<file path="src/rtl/app_frac_mc_pkg.sv">
// app_frac_pkg: register offsets and shared constants for the ring-fracture detector.
package app_frac_pkg;
   localparam int NCH_MAX = 32;
   localparam logic [5:0] FIRST_NONE = 6'h3F;
   localparam logic [7:0] OFF_ID = 8'h00;
   localparam logic [7:0] OFF_TH_LO = 8'h01;
   localparam logic [7:0] OFF_TH_HI = 8'h02;
   localparam logic [7:0] OFF_HOLD = 8'h03;
   localparam logic [7:0] OFF_FIRST = 8'h04;
   localparam logic [7:0] OFF_STU = 8'h10;
   localparam logic [7:0] OFF_MASK = 8'h14;
   localparam logic [7:0] OFF_CLR = 8'h20;
   localparam logic [7:0] OFF_CNT = 8'h40;
   function automatic logic [5:0] lowest(input logic [31:0] v);
      logic [5:0] r;
      r = FIRST_NONE;
      for (int i = 31; i >= 0; i--) if (v[i]) r = 6'(i);
      return r;
   endfunction
endpackage

</file>
<file path="src/rtl/app_frac_mc_if.sv">
// app_frac_mc_if: fx register bus plus interrupt line between host and detector.
interface app_frac_mc_if;
   logic fx_wr;
   logic [21:0] fx_waddr;
   logic [7:0] fx_data;
   logic fx_rd;
   logic [21:0] fx_raddr;
   logic [7:0] fx_q;
   logic irq_n;
   modport master(output fx_wr, fx_waddr, fx_data, fx_rd, fx_raddr, input fx_q, irq_n);
   modport slave(input fx_wr, fx_waddr, fx_data, fx_rd, fx_raddr, output fx_q, irq_n);
endinterface

</file>
<file path="src/rtl/app_frac_mc_chan.sv">
// frac_chan: per-channel over-threshold run counter, qualify pulse and saturating event count.
module frac_chan #(
   parameter int CNTW = 8
) (
   input  logic            clk_sys,
   input  logic            rst,
   input  logic            vld,
   input  logic [15:0]     smp,
   input  logic [15:0]     th,
   input  logic [7:0]      hold,
   input  logic            clr,
   output logic            evt,
   output logic [CNTW-1:0] evt_cnt
);
   logic [7:0] run_q, run_d;
   logic [CNTW-1:0] cnt_q, cnt_d;
   logic over;
   always_comb begin
      over = smp > th;
      run_d = !vld ? run_q : !over ? 8'd0 : run_q == 8'hFF ? run_q : run_q + 8'd1;
      // fire only on the transition into the hold value, so a long run fires once
      evt = vld && over && run_d == hold && run_q != hold;
      cnt_d = clr ? '0 : (evt && cnt_q != '1) ? cnt_q + 1'b1 : cnt_q;
   end
   always_ff @(posedge clk_sys) begin
      if (rst) begin
         run_q <= '0;
         cnt_q <= '0;
      end else begin
         run_q <= run_d;
         cnt_q <= cnt_d;
      end
   end
   assign evt_cnt = cnt_q;
endmodule

</file>
<file path="src/rtl/app_frac_mc.sv">
// app_frac_mc: multi-channel ring-fracture detector with fx-bus register file and masked irq.
module app_frac_mc
   import app_frac_pkg::*;
#(
   parameter int NCH  = 8,
   parameter int DW   = 16,
   parameter int CNTW = 8
) (
   input  logic              clk_sys,
   input  logic              rst,
   input  logic [5:0]        dev_id,
   input  logic [NCH*DW-1:0] ph_ring,
   input  logic [NCH-1:0]    ph_vld,
   app_frac_mc_if.slave      fx
);
   localparam logic [31:0] CH_MSK = 32'((64'd1 << NCH) - 64'd1);
   logic [15:0] th_q, th_d;
   logic [7:0] hold_q, hold_d, hold_eff, rd_q, rd_d, rv, woff, roff;
   logic [31:0] stu_q, stu_d, mask_q, mask_d, w1c, evt;
   logic [5:0] first_q, first_d;
   logic irqn_q, irqn_d, wr_hit, rd_hit, clr, unused_ok;
   logic [CNTW-1:0] cnt [NCH_MAX];
   for (genvar c = 0; c < NCH_MAX; c++) begin : g_ch
      if (c < NCH) begin : g_on
         frac_chan #(.CNTW(CNTW)) u_chan (
            .clk_sys(clk_sys), .rst(rst), .vld(ph_vld[c]), .smp(16'(ph_ring[c*DW +: DW])),
            .th(th_q), .hold(hold_eff), .clr(clr), .evt(evt[c]), .evt_cnt(cnt[c])
         );
      end else begin : g_off
         assign evt[c] = 1'b0;
         assign cnt[c] = '0;
      end
   end
   assign unused_ok = ^{fx.fx_waddr[15:8], fx.fx_raddr[15:8]};
   always_comb begin
      woff = fx.fx_waddr[7:0];
      roff = fx.fx_raddr[7:0];
      wr_hit = fx.fx_wr && fx.fx_waddr[21:16] == dev_id;
      rd_hit = fx.fx_raddr[21:16] == dev_id;
      clr = wr_hit && woff == OFF_CLR;
      hold_eff = hold_q == 8'd0 ? 8'd1 : hold_q;
      th_d = th_q;
      if (wr_hit && woff == OFF_TH_LO) th_d[7:0] = fx.fx_data;
      if (wr_hit && woff == OFF_TH_HI) th_d[15:8] = fx.fx_data;
      hold_d = (wr_hit && woff == OFF_HOLD) ? fx.fx_data : hold_q;
      w1c = (wr_hit && woff[7:2] == OFF_STU[7:2]) ? 32'(fx.fx_data) << {woff[1:0], 3'b000} : '0;
      // a new event in the same cycle as its W1C keeps the bit set
      stu_d = ((stu_q & ~w1c) | evt) & CH_MSK;
      mask_d = mask_q;
      if (wr_hit && woff[7:2] == OFF_MASK[7:2]) mask_d[{woff[1:0], 3'b000} +: 8] = fx.fx_data;
      mask_d = mask_d & CH_MSK;
      first_d = stu_d == '0 ? FIRST_NONE : stu_q == '0 ? lowest(evt) : first_q;
      irqn_d = ~|(stu_q & mask_q);
      rv = 8'h00;
      if (roff == OFF_ID) rv = {2'b00, dev_id};
      else if (roff == OFF_TH_LO) rv = th_q[7:0];
      else if (roff == OFF_TH_HI) rv = th_q[15:8];
      else if (roff == OFF_HOLD) rv = hold_q;
      else if (roff == OFF_FIRST) rv = {2'b00, first_q};
      else if (roff[7:2] == OFF_STU[7:2]) rv = stu_q[{roff[1:0], 3'b000} +: 8];
      else if (roff[7:2] == OFF_MASK[7:2]) rv = mask_q[{roff[1:0], 3'b000} +: 8];
      else if (roff[7:5] == OFF_CNT[7:5]) rv = 8'(cnt[roff[4:0]]);
      rd_d = !fx.fx_rd ? rd_q : rd_hit ? rv : 8'h00;
   end
   always_ff @(posedge clk_sys) begin
      if (rst) begin
         th_q <= '0;
         hold_q <= 8'd1;
         stu_q <= '0;
         mask_q <= '0;
         first_q <= FIRST_NONE;
         irqn_q <= 1'b1;
         rd_q <= '0;
      end else begin
         th_q <= th_d;
         hold_q <= hold_d;
         stu_q <= stu_d;
         mask_q <= mask_d;
         first_q <= first_d;
         irqn_q <= irqn_d;
         rd_q <= rd_d;
      end
   end
   assign fx.fx_q = rd_q;
   assign fx.irq_n = irqn_q;
endmodule

</file>
<file path="src/flat_wrapper.sv">
// flat-port wrapper written by rule: the top's interface ports become plain ports
module app_frac_mc_flat import app_frac_pkg::*;
#(
   parameter int NCH  = 8,
   parameter int DW   = 16,
   parameter int CNTW = 8
)
  (clk_sys, rst, dev_id, ph_ring, ph_vld, fx_fx_wr, fx_fx_waddr, fx_fx_data, fx_fx_rd, fx_fx_raddr, fx_fx_q, fx_irq_n);
  app_frac_mc_if fx_i ();
  input  logic clk_sys;
  input  logic rst;
  input  logic [5:0] dev_id;
  input  logic [NCH*DW-1:0] ph_ring;
  input  logic [NCH-1:0] ph_vld;
  input wire logic [$bits(fx_i.fx_wr)-1:0] fx_fx_wr;
  input wire logic [$bits(fx_i.fx_waddr)-1:0] fx_fx_waddr;
  input wire logic [$bits(fx_i.fx_data)-1:0] fx_fx_data;
  input wire logic [$bits(fx_i.fx_rd)-1:0] fx_fx_rd;
  input wire logic [$bits(fx_i.fx_raddr)-1:0] fx_fx_raddr;
  output wire logic [$bits(fx_i.fx_q)-1:0] fx_fx_q;
  output wire logic [$bits(fx_i.irq_n)-1:0] fx_irq_n;
  assign fx_i.fx_wr = fx_fx_wr;
  assign fx_i.fx_waddr = fx_fx_waddr;
  assign fx_i.fx_data = fx_fx_data;
  assign fx_i.fx_rd = fx_fx_rd;
  assign fx_i.fx_raddr = fx_fx_raddr;
  assign fx_fx_q = fx_i.fx_q;
  assign fx_irq_n = fx_i.irq_n;
  app_frac_mc #(.NCH(NCH), .DW(DW), .CNTW(CNTW)) u_core (.clk_sys(clk_sys), .rst(rst), .dev_id(dev_id), .ph_ring(ph_ring), .ph_vld(ph_vld), .fx(fx_i));
endmodule
</file>
<file path="config.mk">
export PLATFORM = sky130hd
export DESIGN_NAME = app_frac_mc_flat
export DESIGN_NICKNAME = d
export VERILOG_FILES = /design/src/rtl/app_frac_mc_pkg.sv /design/src/rtl/app_frac_mc_if.sv /design/src/rtl/app_frac_mc_chan.sv /design/src/rtl/app_frac_mc.sv /design/src/flat_wrapper.sv
export SDC_FILE = /design/constraint.sdc
export NUM_CORES = 1
export LEC_CHECK = 0
export CAP_MARGIN = 15
export CORE_MARGIN = 5
export CORE_UTILIZATION = 55
export DETAILED_ROUTE_END_ITERATION = 7
export PLACE_DENSITY_LB_ADDON = 0.12
export SLEW_MARGIN = 15
export SYNTH_ARGS = -nofsm -noshare
export SYNTH_HDL_FRONTEND = slang
export SYNTH_SLANG_ARGS = --single-unit
export TNS_END_PERCENT = 20
</file>
<file path="constraint.sdc">
create_clock -name clk_sys -period 7.48 [get_ports clk_sys]
set_clock_uncertainty 0.15 [all_clocks]
set_input_delay 0.748 -clock clk_sys [delete_from_list [all_inputs] [get_ports clk_sys]]
set_output_delay 0.748 -clock clk_sys [all_outputs]
set_load 0.05 [all_outputs]
</file>
Yosys cells after proc, flatten, opt, wreduce, memory -nomap -nowiden
Cells that the tools add are included.
{ "word_totals": {"ff_bits": 183, "word_cells": 201} }
{ "op_classes": {"n_addsub": 17, "order_cmp": 9, "eq_ne": 47, "n_shift": 5, "mux": 47, "n_bitwise": 5, "n_reduce_logical": 47} }
{ "ops": {"columns": ["cell", "n"], "rows": [
  ["8-bit two-way mux", 37],
  ["8-bit by 1-bit adder with 8-bit output, second input constant", 16],
  ["16-bit > comparator", 8],
  ["8-bit == test", 8],
  ["8-bit == test, second input constant", 8],
  ["32-bit logical NOT", 2],
  ["8-bit != test", 8],
  ["8-bit != test, second input constant", 8],
  ["32-bit by 6-bit variable part select with 8-bit output", 2],
  ["6-bit two-way mux", 8],
  ["8-bit binary-select mux with 5-bit select", 1],
  ["1-bit logical AND", 39],
  ["32-bit bitwise mux", 1],
  ["8-bit by 2-bit == test with 1-bit output, second input constant", 4],
  ["32-bit OR reduction", 1],
  ["8-bit by 7-bit variable shift with 32-bit output, first input constant", 1],
  ["8-bit by 7-bit variable part select with 32-bit output", 1],
  ["6-bit by 3-bit == test with 1-bit output, second input constant", 4],
  ["8-bit bitwise AND", 2],
  ["8-bit by 1-bit == test with 1-bit output, second input constant", 2],
  ["8-bit logical NOT", 2],
  ["6-bit == test", 2],
  ["8-bit by 3-bit == test with 1-bit output, second input constant", 1],
  ["8-bit by 6-bit == test with 1-bit output, second input constant", 1],
  ["other kinds (9)", 10]
]} }

Logic depth before layout (Yosys ltp)
Gate-level depths: netlist of the first run.
{ "logic_depth": {"word_depth": 15, "ltp_mapped": 14, "mapped_depth_nobuf": 13} }

Hierarchy
From an unflattened synthesis of the first run, not the netlist that was laid out.
{ "hier_totals": {"cells_unflattened": 2085, "area_unflattened_um2": 17010.1} }
{ "modules_own_cells": {"columns": ["mod", "n_inst", "cells_per_inst", "area_per_inst_um2", "seq_area_each_um2"], "rows": [
  ["frac_chan (u_core.g_ch[1].g_on.u_chan ...)", 6, 207, 1659.1, 320.3],
  ["app_frac_mc", 1, 419, 3641.0, 1061.0],
  ["frac_chan (u_core.g_ch[0].g_on.u_chan)", 1, 226, 1813.0, 320.3],
  ["frac_chan (u_core.g_ch[7].g_on.u_chan)", 1, 198, 1601.5, 320.3]
]} }

Worst setup path before layout of the first run
Ideal clock, no wire load.
{ "synth_path": {"kind": "input-to-reg", "from": "input ph_ring[109]", "to": "register u_core.first_q[2]", "setup_time_ns": 0.122, "arrival_time_ns": 3.605, "setup_slack_ns": 3.603, "cell_stages": 12, "n_path_buf": 0, "cell_sequence": "ha_1 a21o_1 a21o_1 a2111oi_0 o21a_1 o21ai_1 a211o_1 a2111o_1 a21boi_0 and3_1 a41o_1 a221o_1"} }
{ "synth_via": {"elab_chain_len": 13, "elab_cells_between_ends": 17} }
{ "synth_lines": {"columns": ["element", "line", "text"], "rows": [
  ["start, declared", "flat_wrapper.sv:13", "input logic [NCH*DW-1:0] ph_ring;"],
  ["16-bit > comparator (*)", "app_frac_mc_chan.sv:19", "over = smp > th;"],
  ["8-bit two-way mux (2 in series)", "app_frac_mc_chan.sv:20", "run_d = !vld ? run_q : !over ? 8'd0 : run_q == 8'hFF ? run_q : run_q + 8'd1;"],
  ["8-bit == test", "app_frac_mc_chan.sv:22", "evt = vld && over && run_d == hold && run_q != hold;"],
  ["1-bit logical AND (*) (2 in series)", "app_frac_mc_chan.sv:22", null],
  ["6-bit two-way mux (7 in series)", "app_frac_mc_pkg.sv:17", "for (int i = 31; i >= 0; i--) if (v[i]) r = 6'(i);"],
  ["end signal, assigned", "app_frac_mc.sv:79", "first_q <= first_d;"],
  ["end, declared", "app_frac_mc.sv:20", "logic [5:0] first_q, first_d;"]
]} }
Every way passes the cells marked *; elsewhere a longest branch is shown, timed or not.
A chain may end at the register's enable or synchronous reset.

Worst setup path after layout of the first run
Ends and elaborated chain as after synthesis.

==> flow_summary.toml, run 1 <==
[clock_network]
cts_tree = "done"
post_cts_resize_count = 0
numClockSinks = 181
hold_buffers = 0
clk_latency_ps = 450
cts.reportedPaths.clkPinSlew_ps = 80
cts_inserted_buffers = 17
clockBufferDepth = 2
cts_root_buf = "clkbuf_16"
h-tree-depth = 4
post-cts-setup-buffers = 0

[synth]
yosysTopAreaCell = "dfxtp_1"
synth_ff_type = "dfxtp_1"
synth.cell_area_um2 = 14900
synth_cells = 1862
synth-seq-cells = 181
synth_top_cell_area_share = 0.244
syn_avg_cell_area_um2 = 7.98
synth_common_cells = "193 x nand2_1, 181 x dfxtp_1, 180 x nor2_1, 148 x ha_1, 137 x a21oi_1"
syn_nets = 2208
ys_warn_count = 0
synth_edf_count = 0
ys_seq_area_frac = 0.244
synth.area.top_cells = "dfxtp_1 24%, ha_1 12%, xnor2_1 5.6%, nand2_1 4.9%, xor2_1 4.7%"
synth.most_common_cell = "nand2_1"
ys_async_sr_fraction = 0
ys_types = 87

[placement]
placed_area_um2 = 16900
gp_congestion = 0.923
place_hpwl_mm = 34.4
io_buffers = 190

[global_routing]
grt_pass1_wl_mm = 71.6
grt_max_degree = 65
antenna_found_initial = 0
grt_pass1_vias = 13600
gr-total-overflow = 0
track_usage = 0.288

[route]
routed-via-count = 14600
vias_per_cell = 6.21
first_pass_iters = 5
drc = 0
drt-initial-drc-count = 1068
ant_nets = 0
wirelength_mm = 45.6
routedWlPerCell_um = 19.4

[worst_setup_path]
start_kind = "input pin"
critPathCaptureType = "flip-flop"
crit_fanout = 5
path_class = "in2reg"
critPathRequiredTime_ps = 7660
arrival_ps = 4760

[timing]
finalCritPeriodShare = 0.611
final_hold_viol_count = 0
final_period_minus_worst_setup_slack_ps = 4570
tns_ps = 0
rsz0062_at_grt = "no"
worstMarginPinSlew_ps = 978
drv_slew = 0
fmax_mhz = 219
max-slew-margin-rel = 0.348
hold_ws_ps = 313
finalSetupViolations = 0

[cells_and_area]
n_antenna_cell = 0
finish.instance_area_um2 = 17500
final_nets = 2342
area_growth_pct = 17.8
drive_above_1_share = 0.0483

[floorplan]
io_pins = 207
die_area_um2 = 30400
start_util = 0.554
core_um2 = 26800
chipHeight_um = 174
row_count = 60
die_x_um = 174

[power]
powerDensity_nw_per_um2 = 133
leakage_nw = 6.51
ir_worst_vdd_mv = 0.171

[worst_hold_path]
hp-class = "reg2reg"

[flow_run]
drv_cap = 0

[run_status]
status = "complete, no violations"
-- state kept, by name, indices dropped and copies added (netlist names) --
name                             cells
u_core.g_ch.g_on.u_chan.evt_cnt     64
u_core.g_ch.g_on.u_chan.run_q       64
u_core.th_q                         16
u_core.fx.fx_q                       8
u_core.hold_q                        8
u_core.mask_q                        8
u_core.stu_q                         8
u_core.first_q                       4
u_core.fx.irq_n                      1
-- logic make-up (layout without fill, tap and decap cells) --
| group | after synthesis | after routing | synth area share |
|---|---|---|---|
| AOI/OAI and AO/OA | 399 | 399 | 0.178 |
| adders and majority gates | 148 | 148 | 0.125 |
| and+or+nand+nor | 742 | 742 | 0.248 |
| DFF | 181 | 181 | 0.244 |
| muxes | 52 | 52 | 0.0491 |
| xor gates and xnor gates | 180 | 180 | 0.111 |
| buffers and inverters | 160 | 307 | 0.0444 |
-- area by class of cell --
type                            instances  area [um2]
Multi-Input combinational cell       1521       10600
Fill cell                            2360        9300
Sequential cell                       181        3620
Timing Repair Buffer                  203        1990
Clock buffer                           18         439
Tap cell                              341         427
Inverter                               72         270
Clock inverter                         14         154
-- where the power goes --
| group | total [mW] | internal (mW) | leakage (nW) | switching [mW] |
|---|---|---|---|---|
| sequential | 1.01 | 0.984 | 1.46 | 0.0310 |
| clock | 0.910 | 0.457 | 0.292 | 0.453 |
| combinational | 0.403 | 0.206 | 4.76 | 0.198 |
-- per-stage QoR --
step,setup WS [ps],power (mW),std cells,utilization
after floorplan,3600,1.26,1862,-
after global placement,2520,1.42,2318,0.630
after detailed placement,2460,1.43,2318,0.630
after CTS,2940,2.33,2350,0.652
after global routing,2700,2.42,2350,0.653
final,2910,2.33,2350,0.653
-- layer usage --
metal	track usage	wire length, um
met3	0.0361	2330
met5	0	0
met4	0.103	1700
met2	0.486	21600
met1	0.380	19900
-- placed cells by master (no fill, tap or decap), drive strengths merged, types with 8 or more instances in the layout --
| cell | n |
|---|---|
| nand2 | 193 |
| clkdlybuf4s50 | 188 |
| dfxtp | 181 |
| nor2 | 180 |
| ha | 148 |
| a21oi | 137 |
| xnor2 | 96 |
| nand4 | 81 |
| xor2 | 79 |
| inv | 79 |
| nand3 | 72 |
| o21ai | 60 |
| nor3 | 45 |
| mux2i | 32 |
| and3 | 27 |
| o211ai | 26 |
| nor2b | 25 |
| nor4 | 25 |
| a31oi | 22 |
| nand2b | 20 |
| a22oi | 20 |
| or3 | 18 |
| clkbuf | 18 |
| a211oi | 17 |
| mux4 | 16 |
| buf | 15 |
| and2 | 14 |
| and4 | 14 |
| a21o | 12 |
| or2 | 9 |
| o31ai | 8 |
-- final timing paths --
check | start | to | slack, ps | cells after the start
setup reg to reg | u_core.th_q[13]$_SDFFE_PP0P_ | u_core.first_q[2]$_SDFFE_PP1N_ | 2920 | 13
hold reg to reg | u_core.fx.fx_q[0]$_SDFFE_PP0P_ | u_core.fx.fx_q[0]$_SDFFE_PP0P_ | 310 | 2
setup / recovery | ph_ring[109] | u_core.first_q[2]$_SDFFE_PP1N_ | 2910 | 13
hold / removal | u_core.fx.fx_q[0]$_SDFFE_PP0P_ | u_core.fx.fx_q[0]$_SDFFE_PP0P_ | 310 | 2
-- worst max-delay path, cell delays in order --
cell	delay, ps
clkdlybuf4s50_1	420
ha_1	320
a21o_1	160
a21o_1	160
a2111oi_0	840
o21a_1	270
o21ai_1	140
a211o_1	310
a2111o_1	500
a21boi_0	190
and3_1	190
a41o_1	250
a221o_1	260
No activity file was read; power rests on OpenSTA's default activity.
==> run 2, diff against run 1 <==
--- a/config.mk
+++ b/config.mk
@@ -7,7 +7,7 @@
 export LEC_CHECK = 0
 export CAP_MARGIN = 15
 export CORE_MARGIN = 5
-export CORE_UTILIZATION = 55
+export CORE_UTILIZATION = 51
 export DETAILED_ROUTE_END_ITERATION = 7
 export PLACE_DENSITY_LB_ADDON = 0.12
 export SLEW_MARGIN = 15
==> constraint.sdc (replaced) <==
create_clock -name clk_sys -period 3.7 [get_ports clk_sys]
set_clock_uncertainty 0.15 [all_clocks]
set_input_delay 0.37 -clock clk_sys [delete_from_list [all_inputs] [get_ports clk_sys]]
set_output_delay 0.37 -clock clk_sys [all_outputs]
set_load 0.05 [all_outputs]
==> run 2 against run 1 <==
Compared with the run above:
- the run now ends with setup timing left
- utilization rose by 2.9 points
- flip-flop and latch count stayed put
- final area rose by 12%
- register-to-register slack worse by 3100 ps
- wire length increased by 7.8%
- total power is 110% higher
- die area up 7.4%
- largest cell class unchanged
- highest routed layer unchanged
==> flow_summary.toml, run 2 (same netlist as run 1, synthesis figures left out) <==
[route]
wirelength_mm = 49.2
first_pass_iters = 6
routed-via-count = 15500
routedWlPerCell_um = 19.2
ant_nets = 0
vias_per_cell = 6.03
drt-initial-drc-count = 1101
drc = 0

[timing]
tns_ps = -2420
max-slew-margin-rel = 0.509
rsz0062_at_grt = "yes"
final_period_minus_worst_setup_slack_ps = 3900
drv_slew = 0
fmax_mhz = 257
finalWorstSetupSlack_ps = -197
finalSetupViolations = 25
finalCritPeriodShare = 1.05
final_hold_viol_count = 0
worstMarginPinSlew_ps = 730

[clock_network]
cts_root_buf = "clkbuf_16"
clk_latency_ps = 450
hold_buffers = 0
cts_tree = "done"
cts.reportedPaths.clkPinSlew_ps = 70
cts_inserted_buffers = 17
numClockSinks = 181
h-tree-depth = 4
clockBufferDepth = 2

[worst_hold_path]
min_from = "rst"
worstHoldEndpoint = "u_core.fx.fx_q[7]$_SDFFE_PP0P_"
holdPathStages = 2
hp-class = "in2reg"

[power]
swShare = 0.293
ir_worst_vdd_mv = 0.393
clkPwrFrac = 0.372
leakage_nw = 7.51
p_seq_frac = 0.425
p_sw_mw = 1.41
comb_power_share = 0.204
internal_power_mw = 3.41
powerDensity_nw_per_um2 = 246
power.total_mw = 4.82

[cells_and_area]
drive_above_1_share = 0.162
final_nets = 2511
final_common_cell = "nand2_1"
final_cell_mix = "192 x nand2_1, 188 x clkdlybuf4s50_1, 175 x nor2_1, 175 x dfxtp_1, 158 x buf_4"
fillers = 2358
area_growth_pct = 31.8

[placement]
place_hpwl_mm = 37.3
gp_congestion = 0.949
io_buffers = 190

[flow_run]
drv_cap = 0

[floorplan]
core_um2 = 28700
chipHeight_um = 181
start_util = 0.518
io_pins = 207
row_count = 62
die_area_um2 = 32600
die_x_um = 181

[global_routing]
grt_pass1_wl_mm = 76.8
antenna_found_initial = 2
gr-total-overflow = 0
met3_usage = 0.0371
grt-busiest-layer = "met2"
use_met1 = 0.367
grt_max_degree = 65
grt_pass1_vias = 14700
track_usage = 0.287
grt_util_met2 = 0.489

[worst_setup_path]
path_class = "reg2reg"
crit_fanout = 4
critPathSlowestCell = "or3_4"
arrival_ps = 4090
critPathRequiredTime_ps = 3890
path_cells = "clkinvlp_4 > buf_6 > ha_4 > nand4_1 > or3_4 > nor4_4 > nand2_1 > a31oi_1 > a31oi_1 > a2111o_1 > a21boi_4 > and3_4 > a41o_1 > a211o_1"
r2r_cells = 14
max_stage_delay_ps = 470
rrSetupSlack_ps = -200
r2r-end = "u_core.first_q[0]$_SDFFE_PP1N_"
critPathCaptureType = "flip-flop"
cpMostUsedCell = "a31oi_1"
r2r_start = "u_core.th_q[14]$_SDFFE_PP0P_"
start_kind = "flip-flop"

[run_status]
violations = "setup timing"
status = "finished, violations left"
-- run 2: cell count changes in the layout (fill, tap and decap cells not counted), moves of 6 or more --
| cell | previous run | this run |
|---|---|---|
| nor3_1 | 44 | 29 |
| buf_6 | 0 | 13 |
| buf_12 | 0 | 10 |
| ha_1 | 148 | 137 |
| inv_1 | 70 | 61 |
| inv_2 | 1 | 7 |
| buf_4 | 13 | 158 |
| dfxtp_2 | 0 | 6 |
| nor4_1 | 19 | 13 |
| dfxtp_1 | 181 | 175 |
| nor3_2 | 1 | 15 |
| ha_4 | 0 | 11 |
-- run 2: final cells by class --
type | instances | area [um2] | area share
well taps | 384 | 480 | 0.0245
repair buffers | 372 | 3450 | 0.176
diodes | 2 | 5.00 | 0.000256
multi-input cells | 1521 | 11200 | 0.570
flip-flops and latches | 181 | 3630 | 0.185
inverters | 72 | 282 | 0.0144
clock inverters | 14 | 140 | 0.00716
clock buffers | 18 | 429 | 0.0219
-- run 2: worst max-delay path: cells and delay by family, from the launching register on --
family	cells	cell delay (ps)
adders and majority gates	1	260
buffers and inverters	2	320
AOI/OAI and AO/OA	6	1410
and+or+nand+nor	5	1290
DFF	1	360
-- run 2: metal layers --
layer,vias to the layer above,share of wire
met2,597,0.48
met1,7314,0.42
met5,-,0
li1,7418,-
met3,133,0.060
met4,0,0.040
-- run 2: metrics by stage --
| step | area [um2] | worst slack [ps] | std cells | hold slack [ps] | util |
|---|---|---|---|---|---|
| final | 19600 | -197 | 2564 | 109 | 0.682 |
| after global routing | 19600 | -307 | 2564 | 106 | 0.682 |
| after CTS | 19200 | -93.5 | 2552 | 83.1 | 0.671 |
| after detailed placement | 18200 | -643 | 2508 | 313 | 0.633 |
| after global placement | 18200 | -638 | 2508 | 303 | 0.633 |
| after floorplan | 14900 | 118 | 1862 | 280 | - |
-- run 2: worst max path at each step --
stage / from / end / cells past startpoint
after floorplan: u_core.th_q[13]$_SDFFE_PP0P_ / u_core.first_q[2]$_SDFFE_PP1N_ / 13
after global placement: ph_ring[109] / u_core.first_q[2]$_SDFFE_PP1N_ / 14
after global routing: u_core.th_q[13]$_SDFFE_PP0P_ / u_core.first_q[4]$_SDFFE_PP1N_ / 14
after CTS: u_core.th_q[13]$_SDFFE_PP0P_ / u_core.first_q[0]$_SDFFE_PP1N_ / 15
after detailed placement: ph_ring[109] / u_core.first_q[1]$_SDFFE_PP1N_ / 14
final: u_core.th_q[14]$_SDFFE_PP0P_ / u_core.first_q[0]$_SDFFE_PP1N_ / 14
-- run 2: power groups by stage --
stage               Sequential [mW]  Combinational (mW)  Clock (mW)
detailed placement             2.09               0.903           0
floorplan                      2.07               0.471           0
global placement               2.09               0.882           0
CTS                            2.04               0.945        1.81
global route                   2.05                1.07        1.88
finish                         2.04               0.982        1.79
-- run 2: timing repair --
action | CTS | global route
gates resized for setup | 80 | 47
pin swaps | 36 | 31
setup buffers | 13 | 10
setup endpoints to repair | 56 | 64
==> run 3, diff against run 2 <==
--- a/config.mk
+++ b/config.mk
@@ -5,10 +5,13 @@
 export SDC_FILE = /design/constraint.sdc
 export NUM_CORES = 1
 export LEC_CHECK = 0
+export ABC_AREA = 1
 export CAP_MARGIN = 15
 export CORE_MARGIN = 5
-export CORE_UTILIZATION = 51
+export CORE_UTILIZATION = 52
 export DETAILED_ROUTE_END_ITERATION = 7
+export GPL_ROUTABILITY_DRIVEN = 0
+export MAX_ROUTING_LAYER = met4
 export PLACE_DENSITY_LB_ADDON = 0.12
 export SLEW_MARGIN = 15
 export SYNTH_ARGS = -nofsm -noshare
==> run 3 against run 2 <==
Compared with the run above:
- the run now ends clean
- combinational power is 2% higher
- final area shrank 1.4%
- utilization is 4.6 points lower
- clock power up 4%
- sequential power hardly changed
- non-clock buffer count decreased by 124
- synthesized area up 6.8%
- fmax increased by 13%
- via count increased by 13%
- largest power group unchanged
- highest routed layer unchanged
==> flow_summary.toml, run 3 <==
[synth]
synth_top_family_by_area = "simple AND/OR/NAND/NOR gates"
synth-xor-area-share = 0.0589
syn_avg_cell_area_um2 = 6.32
synth-seq-cells = 181
yosys.area_share.adder = 0.117
synth.most_common_cell = "nand2_1"
ys_async_sr_fraction = 0
synth-compound-area-share = 0.132
synth.area.top_cells = "dfxtp_1 23%, nand2_1 16%, ha_1 12%, inv_1 7.5%, a21oi_1 6.2%"
synth.cell_area_um2 = 15900
synth_top_cell_area_share = 0.228
synth_cells = 2510
synth_common_cells = "683 x nand2_1, 315 x inv_1, 252 x nor2_1, 197 x a21oi_1, 181 x dfxtp_1"
ys_seq_area_frac = 0.228
ys_types = 57
muxShareOfSynthArea = 0.00142
yosysTopAreaCell = "dfxtp_1"
synth_ff_type = "dfxtp_1"
synth_edf_count = 0
ys_warn_count = 0
synthSimpleGateAreaFrac = 0.367
syn_nets = 2856

[cells_and_area]
drive_above_1_share = 0.0756
area_growth_pct = 21.8
final_cell_mix = "679 x nand2_1, 304 x inv_1, 250 x nor2_1, 196 x a21oi_1, 189 x clkdlybuf4s50_1"
final_common_cell = "nand2_1"
final_nets = 3071
fillers = 2772

[global_routing]
grt_max_degree = 66
grt-busiest-layer = "met2"
antenna_found_initial = 3
grt_pass1_wl_mm = 80.8
use_met1 = 0.355
met3_usage = 0.0511
track_usage = 0.305
gr-total-overflow = 0
grt_util_met2 = 0.511
grt_pass1_vias = 16000

[clock_network]
h-tree-depth = 4
numClockSinks = 181
cts_root_buf = "clkbuf_16"
cts_inserted_buffers = 17
cts.reportedPaths.clkPinSlew_ps = 80
clockBufferDepth = 2
cts_tree = "done"
hold_buffers = 0
clk_latency_ps = 450

[timing]
finalCritPeriodShare = 0.930
final_period_minus_worst_setup_slack_ps = 3440
hold_ws_ps = 205
finalSetupViolations = 0
drv_slew = 0
fmax_mhz = 291
final_hold_viol_count = 0
worstMarginPinSlew_ps = 776
max-slew-margin-rel = 0.482
tns_ps = 0

[floorplan]
die_area_um2 = 34100
start_util = 0.523
die_x_um = 185
core_um2 = 30300
io_pins = 207
chipHeight_um = 185
row_count = 64

[flow_run]
drv_cap = 0

[power]
leakage_nw = 8.97
powerDensity_nw_per_um2 = 255
ir_worst_vdd_mv = 0.313

[worst_setup_path]
path_class = "reg2reg"
r2r_cells = 22
crit_fanout = 4
arrival_ps = 3620
start_kind = "flip-flop"
critPathRequiredTime_ps = 3880
critPathCaptureType = "flip-flop"

[route]
first_pass_iters = 6
drt-initial-drc-count = 1245
routed-via-count = 17400
drc = 0
vias_per_cell = 5.55
wirelength_mm = 52.6
ant_nets = 0
routedWlPerCell_um = 16.8

[worst_hold_path]
hp-class = "in2reg"
holdPathStages = 2

[placement]
io_buffers = 190
place_hpwl_mm = 40.5

[run_status]
status = "complete, no violations"
[run 3: cell count changes in the layout (fill, tap and decap cells not counted), sizes merged, moves of 27 or more]
cell	before	now
a21oi	137	197
and3	27	0
buf	183	58
inv	74	334
mux2i	32	0
nand2	193	711
nand3	72	179
nor2	180	268
xnor2	96	27
[run 3: worst paths after layout]
kind,endpoint,from,slack [ps]
setup / recovery,u_core.first_q[1]$_SDFFE_PP1N_,u_core.th_q[5]$_SDFFE_PP0P_,260
hold / removal,u_core.g_ch[1].g_on.u_chan.run_q[7]$_SDFF_PP0_,rst,200
setup reg to reg,u_core.first_q[1]$_SDFFE_PP1N_,u_core.th_q[5]$_SDFFE_PP0P_,260
hold reg to reg,u_core.fx.fx_q[0]$_SDFFE_PP0P_,u_core.fx.fx_q[0]$_SDFFE_PP0P_,320
[run 3: metrics by stage]
| step | util | area, um2 | cells | setup slack [ps] | total power, mW |
|---|---|---|---|---|---|
| CTS | 0.624 | 18900 | 3116 | 51.1 | 4.92 |
| floorplan | - | 15900 | 2510 | 1050 | 2.66 |
| global placement | 0.604 | 18300 | 3084 | 141 | 3.05 |
| global route | 0.637 | 19300 | 3137 | -20.9 | 5.14 |
| detailed placement | 0.604 | 18300 | 3084 | 77.8 | 3.08 |
| finish | 0.637 | 19300 | 3137 | 258 | 4.92 |
[run 3: what timing repair did]
action	4_1_cts	5_1_grt
resized for setup	0	30
buffers inserted	0	17
endpoints found under the setup margin	0	49
[run 3: report_power, final]
group / leakage (nW) / internal [mW] / switching (mW)
clock network: 0.292 / 0.917 / 0.949
logic: 7.21 / 0.439 / 0.558
registers: 1.46 / 2.00 / 0.0553
total: 8.97 / 3.36 / 1.56
[run 3: kinds of logic (layout without fill, tap and decap cells)]
group,after synthesis,in the layout
fa+ha+maj,148,148
simple gates,1319,1319
other cells,0,3
flops,181,181
compound gates,360,360
mux,2,2
buf+inv,396,624
xor+xnor,104,104
[run 3: cell type report]
class | count | area, um2 | share of cell area
multi-input combinational | 1933 | 10800 | 0.558
sequential | 181 | 3630 | 0.188
timing repair buffer | 248 | 2470 | 0.128
inverter | 343 | 1330 | 0.0688
tap | 396 | 495 | 0.0256
clock buffer | 17 | 425 | 0.0220
clock inverter | 15 | 180 | 0.00933
timing repair inverter | 1 | 7.51 | 0.000389
antenna | 3 | 7.51 | 0.000389
[run 3: metal layers]
metal / vias to the layer above / part of all wire
li1: 8715 / -
met1: 7896 / 0.41
met2: 626 / 0.47
met3: 165 / 0.066
met4: 0 / 0.054
met5: - / 0
[run 3: worst max-delay path: stages, from the launching register on]
cell and delay, ps:
dfxtp_1 380, clkinvlp_4 130, clkbuf_4 200, ha_1 320, nand2_1 50, nor2_1 140, nand2_1 70, nand2_1 50
nand2_1 40, nand2_1 200, nand3_1 170, inv_1 140, nand2_1 90, nand2_1 70, nand2_1 40, nand2_1 100
nor2_1 70, nand3_2 100, inv_2 60, a21oi_1 310, o21ai_0 260, nand2_1 110, nand3_1 70
